`config.mk`:
```
export PLATFORM = sky130hd
export DESIGN_NAME = gray_step_decoder
export DESIGN_NICKNAME = d
export VERILOG_FILES = /design/src/rtl/gray_step_decoder.sv
export SDC_FILE = /design/constraint.sdc
export NUM_CORES = 1
export LEC_CHECK = 0
export BUFFER_PORTS_ARGS = -buffer_cell sky130_fd_sc_hd__buf_2
export CELL_PAD_IN_SITES_DETAIL_PLACEMENT = 0
export CELL_PAD_IN_SITES_GLOBAL_PLACEMENT = 1
export CORE_UTILIZATION = 46
export DETAILED_ROUTE_END_ITERATION = 10
export MAX_ROUTING_LAYER = met4
export PLACE_DENSITY = 0.94
export SETUP_SLACK_MARGIN = 0.05
export SLEW_MARGIN = 20
export SYNTH_ARGS = -nofsm -noshare
export SYNTH_HDL_FRONTEND = slang
export SYNTH_SLANG_ARGS = --single-unit
```
`constraint.sdc`:
```
create_clock -name CLOCK_50 -period 7.8 [get_ports CLOCK_50]
set_input_delay 0.39 -clock CLOCK_50 [delete_from_list [all_inputs] [get_ports CLOCK_50]]
set_output_delay 0.39 -clock CLOCK_50 [all_outputs]
set_load 0.05 [all_outputs]
```
`src/rtl/gray_step_decoder.sv`:
```
// Gray-code step decoder: synchronises a 2-bit Gray input and tracks up/down steps.
// Optional macro DEBOUNCE_EN adds a stability filter after the synchroniser.
module gray_step_decoder #(
    parameter int unsigned WIDTH           = 8,
    parameter int unsigned ERR_W           = 8,
    parameter int unsigned DEBOUNCE_CYCLES = 4
) (
    input  logic             CLOCK_50,
    input  logic             reset,
    input  logic [1:0]       gray_in,
    output logic             step_up,
    output logic             step_dn,
    output logic             err,
    output logic             dir,
    output logic [WIDTH-1:0] position,
    output logic [ERR_W-1:0] err_count
);

    typedef enum logic {StInit, StTrack} state_t;

    logic [1:0] s1, s2;
    logic       v1, v2;
    logic [1:0] acc_code;
    logic       acc_vld;
    logic [1:0] last_code;
    logic [1:0] delta;
    state_t     state;

    // Valid bits mark when s2 holds a real sample, so INIT never captures the reset value
    always_ff @(posedge CLOCK_50 or posedge reset) begin
        if (reset) begin
            s1 <= 2'b00;
            s2 <= 2'b00;
            v1 <= 1'b0;
            v2 <= 1'b0;
        end else begin
            s1 <= gray_in;
            s2 <= s1;
            v1 <= 1'b1;
            v2 <= v1;
        end
    end

`ifdef DEBOUNCE_EN
    localparam int unsigned CNT_W = (DEBOUNCE_CYCLES < 1) ? 1 : $clog2(DEBOUNCE_CYCLES + 1);
    localparam logic [CNT_W-1:0] CNT_MAX = CNT_W'(DEBOUNCE_CYCLES);

    logic [1:0]       cand;
    logic [CNT_W-1:0] stable_cnt;
    logic [CNT_W-1:0] cnt_next;

    // Count consecutive cycles s2 has shown the same code, saturating at the threshold
    always_comb begin
        cnt_next = stable_cnt;
        if (s2 != cand) begin
            cnt_next = CNT_W'(1);
        end else if (stable_cnt < CNT_MAX) begin
            cnt_next = stable_cnt + 1'b1;
        end
    end

    always_ff @(posedge CLOCK_50 or posedge reset) begin
        if (reset) begin
            cand       <= 2'b00;
            stable_cnt <= '0;
            acc_code   <= 2'b00;
            acc_vld    <= 1'b0;
        end else if (v2) begin
            cand       <= s2;
            stable_cnt <= cnt_next;
            if (cnt_next == CNT_MAX) begin
                acc_code <= s2;
                acc_vld  <= 1'b1;
            end
        end
    end
`else
    assign acc_code = s2;
    assign acc_vld  = v2;
`endif

    // Index along the up-count cycle 10 -> 00 -> 01 -> 11
    function automatic logic [1:0] code_idx(input logic [1:0] g);
        return {g[0], ~(g[1] ^ g[0])};
    endfunction

    assign delta = code_idx(acc_code) - code_idx(last_code);

    always_ff @(posedge CLOCK_50 or posedge reset) begin
        if (reset) begin
            state     <= StInit;
            last_code <= 2'b00;
            step_up   <= 1'b0;
            step_dn   <= 1'b0;
            err       <= 1'b0;
            dir       <= 1'b1;
            position  <= '0;
            err_count <= '0;
        end else begin
            step_up <= 1'b0;
            step_dn <= 1'b0;
            err     <= 1'b0;
            case (state)
                StInit: begin
                    if (acc_vld) begin
                        last_code <= acc_code;
                        state     <= StTrack;
                    end
                end
                StTrack: begin
                    last_code <= acc_code;
                    case (delta)
                        2'd1: begin
                            step_up  <= 1'b1;
                            dir      <= 1'b1;
                            position <= position + 1'b1;
                        end
                        2'd3: begin
                            step_dn  <= 1'b1;
                            dir      <= 1'b0;
                            position <= position - 1'b1;
                        end
                        2'd2: begin
                            err <= 1'b1;
                            if (err_count != '1) begin
                                err_count <= err_count + 1'b1;
                            end
                        end
                        default: ;
                    endcase
                end
                default: state <= StInit;
            endcase
        end
    end

endmodule

```
==> results.yml, run 1 <==
cells_and_area:
  final_nets: 147
  multi_input_area_um2: 574
  drive_above_1_share_pct: 28.4
  final_cells: 172
  fillCellCount: 241
  ff_latch_area_um2: 727
  syn_to_final_growth_pct: 16.0
  num_antenna_cells: 0
route:
  drt_iter0_drc: 27
  dr_total_vias: 912
  drc: 0
  drt_wl_total_um: 2260
  ant_nets: 0
  drt-wirelength-per-cell_um: 13.2
  viasPerCell: 5.30
  dr.pass1.iters: 4
pwr:
  swShare_pct: 48.7
  clockPowerShare_pct: 15.9
  p_int_mw: 0.327
  vdd_ir_drop_max_v: 0.000294
  power_switching_mw: 0.310
  seq_power_share_pct: 38.3
  comb_power_share_pct: 45.8
  power.density_mw_per_mm2: 414
  p_leak_nw: 0.746
worst_setup_path:
  worstSetupEndpointType: "register"
  cp.arrival_ns: 3.10
  reg2reg_depth: 9
  reg2reg_from: "last_code[0]"
  r2r_end: "position[2]"
  worstPathRequired_ns: 8.05
  startpoint_type: "register"
  crit_fanout: 7
  critPathMaxStageDelay_ns: 0.47
  worst-r2r-setup-slack_ns: 4.95
  cp_slowest_cell: "or4_1"
  criticalPathCategory: "reg -> reg"
  worstPathCellList: "xnor2_1, ha_1, xnor3_1, nor2_1, xor2_1, ha_1, or4_1, a21oi_1, xor2_1"
placed_design:
  portBuffers: 23
  dpl.cell_count: 164
  dp_hpwl_um: 1580
  place_congestion: 0.843
floorplanning:
  initial_utilization_pct: 48.6
  floorplan.rows: 19
  chipHeight_um: 55.7
  core-area_mm2: 0.00273
  die-area_mm2: 0.00310
  die_x_um: 55.7
  io_pins: 24
cts:
  cts_made_buffers: 5
  hold_buffers: 0
  cts-htree-levels: 2
  clk_latency_ns: 0.32
  post_cts.repair.setup_buffers: 0
  clk_pin_slew_ns: 0.09
  cts.sinks: 29
  cts_tree: "yes"
  cts_resized: 0
  clockRootBuffer: "clkbuf_4"
  max-clock-path-buffers: 2
outcome:
  status: "finished, final reports clean"
timing:
  rsz0062_at_grt: "no"
  tightest_slew_ns: 0.575
  period_share_pct: 36.6
  slew_viol_final: 0
  fin_crit_ns: 2.85
  hold_viol: 0
  max_freq_ghz: 0.351
  slew_headroom_pct: 61.6
  fin_setup_tns_ns: 0
  setup_viol: 0
  skew_ns: 0.00310
logic_synthesis:
  syn-instance-count: 111
  ys.flop_type: "dfrtp_1"
  avgSynthCellArea_um2: 12.0
  ys_seq_area_share_pct: 54.8
  synthArstFlopShare_pct: 100
  synth_seq_cells: 29
  syn_nets: 118
  ys_warn_count: 0
  synth_edf_count: 0
  netlist_area_mm2: 0.00133
  synth.distinct_cells: 36
grt:
  groute.usage.overall_pct: 17.8
  grt_overflow_total: 0
  grt_pass1_vias: 953
  antenna_found_initial: 0
  grt_pass1_wl_um: 4120
  grt_max_degree: 30
flow_run:
  cap_violations: 0
min_path:
  hold_path.class: "in -> async"
[placed cells by master, fill, tap and decap left out, drive strengths merged, types with 2 or more instances in the layout]
cell	count
nand2b	2
mux2	4
nor2	7
a41oi	2
or4	4
dfrtp	28
and4	2
ha	3
inv	4
and3	3
mux2i	3
nor3	2
xnor2	5
clkbuf	7
nand4	5
xor2	9
nand2	6
buf	23
nand3	4
[metrics by stage]
step | hold WS, ns | util (%) | power, mW | setup slack, ns | area, um^2
after floorplan | 0.331 | - | 0.472 | 5.31 | 1330
after global placement | 0.334 | 53.8 | 0.533 | 5.18 | 1470
after detailed placement | 0.338 | 53.8 | 0.540 | 4.99 | 1470
after CTS | 0.155 | 56.3 | 0.645 | 4.94 | 1540
after global routing | 0.146 | 56.3 | 0.678 | 4.71 | 1540
final | 0.120 | 56.3 | 0.637 | 4.95 | 1540
[routing by layer]
layer / track usage, % / share of wire [%] / vias to the layer above
met1: 20.5 / 45 / 429
met2: 28.2 / 48 / 28
met4: 7.50 / 2.2 / 0
met5: - / 0 / -
li1: - / - / 450
met3: 6.28 / 4.9 / 5
[sequential cells by signal, indices dropped and copies added, names as in the netlist]
name	cells
step_dn	1
acc_vld	1
err_count	8
last_code	2
s1	2
err	1
position	8
dir	1
v1	1
state	1
step_up	1
acc_code	2
[Yosys cell counts, types with 2 or more instances]
master | number | share of area, %
a41oi_1 | 2 | 1.3
and3_1 | 3 | 1.4
and4_1 | 2 | 1.3
dfrtp_1 | 28 | 53
ha_1 | 3 | 2.8
inv_1 | 3 | 0.85
mux2_2 | 4 | 3.4
mux2i_1 | 3 | 2.3
nand2_1 | 6 | 1.7
nand2b_1 | 2 | 0.94
nand3_1 | 4 | 1.5
nand4_1 | 5 | 2.4
nor2_1 | 7 | 2.0
nor3_1 | 2 | 0.75
or4_1 | 4 | 2.3
xnor2_1 | 5 | 3.3
xor2_1 | 9 | 5.9
[worst max-delay path: cells and delay by family (launching register included)]
family,cells,cell delay [ns]
and+or+nand+nor,2,0.91
xor gates and xnor gates,4,0.81
adders and majority gates,2,0.45
DFF,1,0.42
AOI/OAI and AO/OA,1,0.19
[cell type report]
cell class / count / area share (%)
Tap cell: 31 / 2.52
Multi-Input combinational cell: 77 / 37.3
Clock inverter: 1 / 0.325
Clock buffer: 7 / 4.22
Inverter: 4 / 0.975
Timing Repair Buffer: 23 / 7.47
Sequential cell: 29 / 47.2
[kinds of logic (layout without fill, tap and decap cells)]
logic type / count (synthesis) / count (layout) / synth area share (%)
adder cells (fa/ha/maj): 3 / 3 / 2.83
other: 1 / 1 / 0.282
buffers and inverters: 5 / 35 / 1.98
XOR/XNOR: 15 / 15 / 10.9
AND/OR/NAND/NOR: 43 / 43 / 19.0
flip-flops: 29 / 29 / 54.8
AO/OA/AOI/OAI: 8 / 8 / 4.52
multiplexers: 7 / 7 / 5.65
[power by group through the flow]
stage,clock network (mW),registers [mW],logic [mW]
floorplan,0,0.374,0.0977
global route,0.112,0.253,0.313
finish,0.101,0.244,0.292
CTS,0.106,0.245,0.294
detailed placement,0,0.247,0.293
global placement,0,0.245,0.289
[worst max path at each step]
stage                        to    startpoint  cells past startpoint
finish              position[2]  last_code[0]                      9
global route        position[2]  last_code[0]                      9
CTS                 position[2]  last_code[0]                      9
detailed placement  position[2]  last_code[0]                      9
global placement    position[2]   acc_code[0]                      9
floorplan           position[2]   acc_code[0]                      9
Power figures use the tool's default switching activity.
==> inputs of run 2 (changes only) <==
--- a/config.mk
+++ b/config.mk
@@ -8,10 +8,10 @@
 export BUFFER_PORTS_ARGS = -buffer_cell sky130_fd_sc_hd__buf_2
 export CELL_PAD_IN_SITES_DETAIL_PLACEMENT = 0
 export CELL_PAD_IN_SITES_GLOBAL_PLACEMENT = 1
-export CORE_UTILIZATION = 46
+export CORE_UTILIZATION = 43
 export DETAILED_ROUTE_END_ITERATION = 10
 export MAX_ROUTING_LAYER = met4
-export PLACE_DENSITY = 0.94
+export PLACE_DENSITY = 0.9
 export SETUP_SLACK_MARGIN = 0.05
 export SLEW_MARGIN = 20
 export SYNTH_ARGS = -nofsm -noshare
==> constraint.sdc (replaced) <==
create_clock -name CLOCK_50 -period 2.7 [get_ports CLOCK_50]
set_input_delay 0.135 -clock CLOCK_50 [delete_from_list [all_inputs] [get_ports CLOCK_50]]
set_output_delay 0.135 -clock CLOCK_50 [all_outputs]
set_load 0.05 [all_outputs]
==> run 2 against run 1 <==
Effect of this change:
- the flow now finishes with violations (design-rule violations)
- highest routed layer unchanged
- sequential power rose to 2.9 times the previous value
- critical path type unchanged
- clock power grew to 3.6 times the previous value
- count of clock-buffer cells in the layout is the same
- total power increased to 3.0 times the previous value
==> results.yml, run 2 (same netlist as run 1, synthesis figures left out) <==
route:
  drc: 4
  dr_total_vias: 973
  drt_iter0_drc: 60
  dr.pass1.iters: 7
  viasPerCell: 5.53
  drt-wirelength-per-cell_um: 13.8
  drt_wl_total_um: 2420
  ant_nets: 0
pwr:
  vdd_ir_drop_max_v: 0.000608
  power.density_mw_per_mm2: 1210
  p_leak_nw: 0.767
  power_mw: 1.93
min_path:
  hold_path.class: "reg -> reg"
  min-delay-start: "s1[1]"
timing:
  rsz0062_at_grt: "no"
  max_freq_ghz: 0.405
  fin_crit_ns: 2.47
  hold_viol: 0
  tightest_slew_ns: 0.590
  whs_ns: 0.347
  slew_headroom_pct: 60.6
  skew_ns: 0.00890
  slew_viol_final: 0
  fin_setup_tns_ns: 0
  layout_setup_ws_ns: 0.228
  setup_viol: 0
  period_share_pct: 91.6
cts:
  clockRootBuffer: "clkbuf_4"
  max-clock-path-buffers: 2
  cts_tree: "yes"
  cts-htree-levels: 2
  cts_made_buffers: 5
  clk_pin_slew_ns: 0.09
  post_cts.repair.setup_buffers: 0
  clk_latency_ns: 0.32
  cts.sinks: 29
grt:
  grt_pass1_vias: 929
  groute.usage.overall_pct: 17.4
  antenna_found_initial: 0
  grt_overflow_total: 0
  grt_max_degree: 30
  grt_pass1_wl_um: 4110
worst_setup_path:
  worstPathCellList: "xor2_1, ha_1, xnor3_2, nor2_1, xor2_1, ha_1, or4_1, a21oi_1, xor2_1"
  cp_slowest_cell: "or4_1"
  worstPathRequired_ns: 2.96
  worst_path_most_repeated_cell: "xor2_1"
  crit_end: "position[2]"
  r2r_end: "position[2]"
  crit_fanout: 7
  criticalPathCategory: "reg -> reg"
  cp.arrival_ns: 2.73
  worstSetupEndpointType: "register"
  worst-r2r-setup-slack_ns: 0.23
  crit_start: "acc_code[0]"
  critPathMaxStageDelay_ns: 0.47
  reg2reg_from: "acc_code[0]"
  startpoint_type: "register"
  reg2reg_depth: 9
outcome:
  violations: "design-rule violations"
  status: "finished, violations left"
floorplanning:
  floorplan.rows: 19
  chipHeight_um: 57.6
  die-area_mm2: 0.00331
  die_x_um: 57.6
  io_pins: 24
  core-area_mm2: 0.00283
  initial_utilization_pct: 46.9
placed_design:
  place_area_mm2: 0.00148
  portBuffers: 23
  place_ws_ns: 0.243
  dp_hpwl_um: 1690
  place_congestion: 0.816
cells_and_area:
  layout_commonest_cell: "dfrtp_1"
  num_antenna_cells: 0
  drive_above_1_share_pct: 28.3
  fillCellCount: 242
  syn_to_final_growth_pct: 20.1
  reg_top3: "err_count: 8 flops, position: 8 flops"
  fin_area_mm2: 0.00159
  final_nets: 151
  final_cell_mix: "dfrtp_1 (28), buf_2 (23), xor2_1 (9), nor2_1 (7), nand2_1 (6)"
flow_run:
  cap_violations: 0
-- run 2: cell types whose count changed in the layout (fill, tap and decap cells not counted), sizes merged --
cell and delta:
bufinv +1, dlygate4sd3 +3, buf +1, clkinv -1
-- run 2: power by group --
| group | switching, mW | total (mW) | leakage [nW] | internal [mW] |
|---|---|---|---|---|
| logic | 0.612 | 0.855 | 0.370 | 0.242 |
| registers | 0.150 | 0.707 | 0.352 | 0.557 |
| clock network | 0.146 | 0.367 | 0.0455 | 0.221 |
| total | 0.909 | 1.93 | 0.767 | 1.02 |
-- run 2: worst min-delay path by stage --
stage | to | slack (ns) | cells after the start
floorplan | s1[0] | 0.17 | 0
global placement | s1[1] | 0.24 | 1
detailed placement | s1[0] | 0.25 | 1
CTS | err_count[0] | 0.10 | 2
global route | acc_code[1] | 0.36 | 0
finish | acc_code[1] | 0.35 | 0
-- run 2: through the flow --
stage	utilization, %	instances
final	56.3	176
after global routing	56.3	176
after CTS	55.9	175
after detailed placement	52.2	165
after global placement	52.2	165
after floorplan	-	111
-- run 2: per-layer routing --
| layer | share of wire [%] | global-route usage [%] | vias up |
|---|---|---|---|
| met1 | 45 | 19.5 | 474 |
| met4 | 1.7 | 7.32 | 0 |
| met5 | 0 | - | - |
| met2 | 48 | 27.7 | 28 |
| li1 | - | - | 465 |
| met3 | 5.0 | 6.80 | 6 |
-- run 2: what timing repair did --
action / CTS / global route
hold buffers: 2 / 1
hold endpoints to repair: 2 / 28
gates resized for setup: 0 / 1
endpoints found under the setup margin: 0 / 1
-- run 2: final cells by class --
| type | count | area [um^2] | share of cell area (%) |
|---|---|---|---|
| clock buffers | 7 | 55.1 | 3.45 |
| flip-flops and latches | 29 | 727 | 45.6 |
| multi-input cells | 77 | 576 | 36.1 |
| inverters | 4 | 15.0 | 0.942 |
| well taps | 31 | 38.8 | 2.43 |
| clock inverters | 1 | 30.0 | 1.88 |
| repair buffers | 27 | 153 | 9.58 |
-- run 2: critical path, delay by kind of cell (launching register included) --
family                     cells  cell delay [ns]
AOI/OAI and AO/OA              1             0.19
xor gates and xnor gates       4             0.73
adders and majority gates      2             0.41
DFF                            1             0.42
and+or+nand+nor                2             0.64
